--- src/rtl/instr_mem_loader.sv ---
// instr_mem_loader: packs an MSB-first byte stream into 32-bit words written to consecutive instruction-memory indices.
// Define LOADER_CHECKSUM_EN to consume a trailing XOR checksum byte and flag mismatches on err_o.
module instr_mem_loader #(
    parameter int DEPTH = 64
) (
    input  logic        clk,
    input  logic        rst_n,
    input  logic        start_i,
    input  logic [31:0] num_words_i,
    input  logic        byte_valid_i,
    input  logic [7:0]  byte_data_i,
    output logic        byte_ready_o,
    output logic        mem_we_o,
    output logic [31:0] mem_addr_o,
    output logic [31:0] mem_wdata_o,
    output logic        busy_o,
    output logic        done_o,
    output logic [31:0] word_count_o,
    output logic        err_o
);
    typedef enum logic [2:0] {
        IDLE,
        RECV,
        WRITE,
`ifdef LOADER_CHECKSUM_EN
        CHECK,
`endif
        DONE
    } state_t;

    state_t      state_q;
    logic [31:0] target_q, count_q, addr_q, wdata_q, word_q;
    logic [1:0]  idx_q;
    logic        accept;
    logic [31:0] word_d, count_d, target_d;

    assign accept   = byte_valid_i && byte_ready_o;
    assign word_d   = {word_q[23:0], byte_data_i};
    assign count_d  = count_q + 32'd1;
    assign target_d = (num_words_i > 32'(DEPTH)) ? 32'(DEPTH) : num_words_i;

`ifdef LOADER_CHECKSUM_EN
    logic [7:0] xor_q;
    logic       err_q;
    assign byte_ready_o = (state_q == RECV) || (state_q == CHECK);
    assign err_o        = err_q;
`else
    assign byte_ready_o = (state_q == RECV);
    assign err_o        = 1'b0;
`endif
    assign mem_we_o     = (state_q == WRITE);
    assign busy_o       = (state_q != IDLE);
    assign done_o       = (state_q == DONE);
    assign mem_addr_o   = addr_q;
    assign mem_wdata_o  = wdata_q;
    assign word_count_o = count_q;

    always_ff @(posedge clk or negedge rst_n) begin
        if (!rst_n) begin
            state_q  <= IDLE;
            target_q <= '0;
            count_q  <= '0;
            addr_q   <= '0;
            wdata_q  <= '0;
            word_q   <= '0;
            idx_q    <= '0;
`ifdef LOADER_CHECKSUM_EN
            xor_q    <= '0;
            err_q    <= 1'b0;
`endif
        end else begin
            case (state_q)
                IDLE: if (start_i) begin
                    target_q <= target_d;
                    count_q  <= '0;
                    addr_q   <= '0;
                    idx_q    <= '0;
`ifdef LOADER_CHECKSUM_EN
                    xor_q    <= '0;
                    err_q    <= 1'b0;
`endif
                    state_q  <= (target_d == 32'd0) ? DONE : RECV;
                end
                RECV: if (accept) begin
                    word_q <= word_d;
                    idx_q  <= idx_q + 2'd1;
`ifdef LOADER_CHECKSUM_EN
                    xor_q  <= xor_q ^ byte_data_i;
`endif
                    // Address and data are latched here so they hold steady outside WRITE.
                    if (idx_q == 2'd3) begin
                        addr_q  <= count_q;
                        wdata_q <= word_d;
                        state_q <= WRITE;
                    end
                end
                WRITE: begin
                    count_q <= count_d;
                    idx_q   <= '0;
`ifdef LOADER_CHECKSUM_EN
                    state_q <= (count_d == target_q) ? CHECK : RECV;
`else
                    state_q <= (count_d == target_q) ? DONE : RECV;
`endif
                end
`ifdef LOADER_CHECKSUM_EN
                CHECK: if (accept) begin
                    err_q   <= (byte_data_i != xor_q);
                    state_q <= DONE;
                end
`endif
                DONE:    state_q <= IDLE;
                default: state_q <= IDLE;
            endcase
        end
    end
endmodule

--- config.mk ---
export PLATFORM = sky130hd
export DESIGN_NAME = instr_mem_loader
export DESIGN_NICKNAME = d
export VERILOG_FILES = /design/src/rtl/instr_mem_loader.sv
export SDC_FILE = /design/constraint.sdc
export NUM_CORES = 1
export LEC_CHECK = 0
export BUFFER_PORTS_ARGS = -buffer_cell sky130_fd_sc_hd__buf_2
export CAP_MARGIN = 0
export CORE_MARGIN = 10
export CORE_UTILIZATION = 45
export CTS_CLUSTER_DIAMETER = 50
export DETAILED_ROUTE_END_ITERATION = 7
export GPL_TIMING_DRIVEN = 0
export PLACE_DENSITY = 0.67
export SLEW_MARGIN = 20
export SYNTH_ARGS = -nofsm -noshare
export SYNTH_HDL_FRONTEND = slang
export SYNTH_SLANG_ARGS = --single-unit
--- constraint.sdc ---
create_clock -name clk -period 3.5 [get_ports clk]
set_input_delay 0.175 -clock clk [delete_from_list [all_inputs] [get_ports clk]]
set_output_delay 0.175 -clock clk [all_outputs]
set_load 0.005 [all_outputs]
## After elaboration in Yosys (flattened, before gate mapping)

Cells that the tools add are included.

| operators by class | value |
|---|---|
| eq/ne operators | 8 |
| reduce and logical (&&, ||, !) cells | 14 |
| add/sub/neg operators | 2 |
| mux-type cells | 15 |
| order comparisons | 1 |

Operator list:

| kind | number |
|---|---|
| $mux 32 | 4 |
| $pmux 32 s2 | 2 |
| $add 32x1->32 const B | 1 |
| $eq 32x32->1 | 1 |
| $gt 32x7->1 const B | 1 |
| $logic_not 32->1 | 1 |
| $mux 3 | 3 |
| $pmux 3 s3 | 1 |
| $reduce_and 3->1 | 3 |
| $mux 2 | 4 |
| $eq 3x2->1 const B | 2 |
| $pmux 2 s3 | 1 |
| $reduce_and 2->1 | 3 |
| $reduce_bool 3->1 | 2 |
| $ne 2x1->1 const B | 2 |
| $reduce_and 4->1 | 1 |
| $reduce_bool 2->1 | 2 |
| $eq 3x1->1 const B | 1 |
| $logic_not 3->1 | 1 |
| $add 2x1->2 const B | 1 |
| $eq 2x2->1 const B | 1 |
| $ne 2x2->1 const B | 1 |
| $logic_and 1x1->1 | 1 |

| word-level totals | value |
|---|---|
| bits in registers | 157 |
| output and inout port bits | 101 |

## Logic depth before layout (Yosys ltp)

| logic depth | value |
|---|---|
| word-level depth | 6 |
| depth in mapped cells | 9 |
| gate-level depth less buffers | 8 |

## Worst setup path before layout

OpenSTA, ideal clock, no wires.

| path | value |
|---|---|
| path kind | register to register |
| from | reg count_q[1], in the netlist word_count_o[1] |
| to | reg state_q[1] |
| slack | 0.924 ns |
| setup time | 0.092 ns |
| data arrival time | 2.484 ns |
| period minus slack after synthesis | 2.576 ns |
| path buffers | 1 |
| stages on the path, launching flop included | 10 |
| path through | dfrtp_1 -> ha_1 -> buf_2 -> nand3_1 -> or4_1 -> xnor2_1 -> or3_1 -> a2111oi_0 -> nand4_1 -> o31ai_2 |

| between the ends | value |
|---|---|
| cells in the longest elaborated chain, start to end | 4 |

Ends and longest elaborated chain:

| what | line | RTL |
|---|---|---|
| from (decl) | 32 | `logic [31:0] target_q, count_q, addr_q, wdata_q, word_q;` |
| from (signal assigned) | 98 | `count_q <= count_d;` |
| $add 32x1->32 | 39 | `assign count_d = count_q + 32'd1;` |
| $eq 32x32->1 | 103 | `state_q <= (count_d == target_q) ? DONE : RECV;` |
| $mux 2 | 103 |  |
| $pmux 3 s3 | 72 | `case (state_q)` |
| to (signal assigned) | 82 | `state_q <= (target_d == 32'd0) ? DONE : RECV;` |
| to (signal assigned) | 103 |  |
| to (decl) | 31 | `state_t state_q;` |

No other way between the ends.
A chain may end at the register's enable or synchronous reset.

## Final worst setup path

Ends and elaborated chain as after synthesis.

==> summary.txt <==
Clocking
  • Clock root buffer: clkbuf_16
  • Post-CTS Setup Inserts: 0
  • CTS buffer count: 17
  • TritonCTS clock tree: built
  • CTS H-tree depth: 4
  • Reg clk slew, reported paths: about 0.07 ns
  • Latest clock arrival within the worst-skew pair: about 0.43 ns
  • Clock sink count: around 160
  • Clk buf depth: 2

Cells and area
  • Fillers: 1,420
  • Share of layout cells above drive strength 1: between 20% and 30%
  • Number of diodes: 0
  • Area of the multi-input gates: between 3000 and 4000 um^2
  • # nets final: 947
  • Area delta synth->final: 24.5%
  • Seq. cell area: 3900 um^2

Logic synthesis
  • Most common cell in the netlist: dfrtp_1
  • Ys Warns: 0
  • Cells after synthesis: between 700 and 800
  • Largest cells by area after synthesis: dfrtp_1, nand2_1, a22o_1
  • Netlist cell types: between 50 and 60
  • Area of the mapped netlist: around 7300 um^2
  • Number of synthesized flops with an enable pin: 0
  • Syn Nets: a little under 800
  • Post-synth top cells: dfrtp_1, nand2_1, o21ai_0
  • Yosys top cell by area: dfrtp_1
  • Syn avg cell area: between 10 and 15 um^2
  • Asr flop ratio synth: 100%
  • Top FF cell, synth: dfrtp_1
  • Post-synth top area share: 53.7%
  • Seq cells post-synth: about 160
  • Register area share after synthesis: between 50% and 60%

Pwr
  • Static leakage: between 4 and 5 nW
  • Maximum vdd drop: between 0.0004 and 0.0005 V
  • Power Density: between 500 and 600 nW/um^2

Outcome
  • Status: completed

Timing
  • Unrepaired setup endpoints after global routing: no
  • Max Transition Viols Final: 0
  • Final Hold Fails: 0
  • Peak Freq: roughly 0.32 GHz
  • Period minus WS final: between 3 and 4 ns
  • Worst Max-Slew Pin Slew: 0.886 ns
  • Period utilization: around nine tenths
  • Hold Worst Slack: 0.0172 ns
  • Setup violators final: 0
  • Setup slack after layout: 0.341 ns
  • Slew margin rel.: between 40% and 50%
  • Clock Skew: between 0.007 and 0.008 ns

Floorplan
  • I/O pins: about 150
  • Initial Utilization: a little under half
  • Die Y: between 100 and 150 um
  • Die X: roughly 150 um
  • Core Footprint: about 16,000 um^2
  • Die area: approximately 22,000 um^2
  • Cell Rows: 46

Setup path
  • Crit-path max FO: 10
  • Endpoint type of the worst setup path: flop
  • Worst Path Arrival: roughly 3.5 ns
  • Crit path launch type: flop
  • Crit path required time: between 3 and 4 ns
  • Crit path kind: flop to flop
  • Worst R2R Path Depth: 9

Global routing
  • Largest net degree at the start of global routing: 56
  • Grt ovf: 0
  • First-pass GRT wire length: 32.9 mm
  • Global Route Usage Sum: a little under a fifth
  • Number of global-route vias before repair: slightly below 6,000
  • Initial antenna violation count: 0

Drt
  • Vias per cell: 5.34
  • Number of remaining DRC errors: 0
  • Uppermost layer routed: met4
  • DR vias: approximately 6,000
  • Wl on met1: roughly 9 mm
  • Post-route ant nets: 0
  • Initial DRC count: about 420
  • Total Routed Length: 20.4 mm
  • Pre-Repair DR Iteration Count: 5
  • Avg WL per Cell: 18.1 um
  • Met2 WL: ~9.8 mm
  • WL met3: around 1.3 mm

Placed design
  • Worst slack at placement: around 0.25 ns
  • Final GP Congestion: slightly above 0.9
  • Dpl hpwl: ~15 mm
  • PortBufs: 143

Run
  • Max-cap violations: 0

Worst hold path
  • Hold path cells: 3
  • Hold Path Class: input port to flop
## layout by cell type, fill, tap and decap left out, drive strengths merged, types with 10 or more instances in the layout
cell         synthesis  layout
a21oi               13      13
a22o                36      36
and2                26      26
buf                 17     162
clkbuf              33      50
dfrtp              156     156
dlygate4sd3          0      14
inv                  9      16
mux2                24      24
nand2              151     151
nand3               24      24
nand4               10      10
nor2                28      28
nor4                17      17
o21ai               48      48
o31ai               13      13
xnor2               26      26
xor2                21      21
## area by class of cell
cell class / count / share of cell area (%)
inverter: 10 / 0.415
timing repair buffer: 159 / 10.2
sequential: 156 / 43.1
multi-input combinational: 507 / 34.5
clock buffer: 17 / 4.70
buffer: 50 / 2.43
tap: 216 / 2.98
clock inverter: 15 / 1.71
## registers in the layout, summed over array words and instances, names as in the netlist
register	count
idx_q	2
mem_addr_o	32
target_q	32
state_q	2
word_count_o	32
word_q	24
mem_wdata_o	32
## metal layers
layer	track usage, %	up-vias
li1	-	2886
met1	25.0	2915
met2	29.7	197
met3	4.64	31
met4	5.95	0
met5	0	-
## kinds of logic after synthesis
| group | share of synthesized area, % |
|---|---|
| AOI/OAI and AO/OA | 12.9 |
| other | 0.0515 |
| buffers and inverters | 3.54 |
| xor gates and xnor gates | 5.66 |
| DFF | 53.7 |
| muxes | 3.85 |
| and+or+nand+nor | 20.0 |
| adders and majority gates | 0.344 |
## final timing paths
kind	start	to	slack (ns)
max	word_count_o[1]	state_q[1]	0.34
min	num_words_i[3]	target_q[3]	0.02
max reg2reg	word_count_o[1]	state_q[1]	0.34
min reg2reg	word_q[16]	mem_wdata_o[24]	0.46
max in group asynchronous	rst_n	target_q[18]	2.38
min in group asynchronous	rst_n	mem_wdata_o[30]	0.24
## stage by stage
| stage | TNS (ns) | total power [mW] | std cells | util [%] | area [um^2] |
|---|---|---|---|---|---|
| floorplan | 0 | 3.01 | 723 | - | 7280 |
| detailed placement | 0 | 3.56 | 1084 | 52.4 | 8330 |
| global placement | -17.84 | 3.51 | 1082 | 52.0 | 8260 |
| finish | 0 | 5.32 | 1130 | 57.0 | 9050 |
| global route | 0 | 5.62 | 1130 | 57.0 | 9050 |
| CTS | 0 | 5.37 | 1130 | 57.0 | 9050 |
## report_power, final
group          internal (mW)  switching (mW)  leakage, nW  total [mW]
sequential              2.16           0.237         2.08        2.39
clock                  0.948           0.851        0.279        1.80
combinational          0.501           0.626         2.17        1.13
## critical path: stages, from the launching register on
cell and delay (ns):
dfrtp_1 0.53, ha_1 0.21, buf_2 0.21, nand3_1 0.28, or4_1 0.55, xnor2_1 0.17
or3_1 0.34, a2111oi_0 0.36, nand4_1 0.21, o31ai_2 0.22
## what timing repair did
item / in CTS / in global routing
hold buffers: 14 / 0
setup endpoints to repair: 0 / 1
endpoints found under the hold margin: 67 / 0
gates resized for setup: 0 / 1
Power figures use the tool's default switching activity.
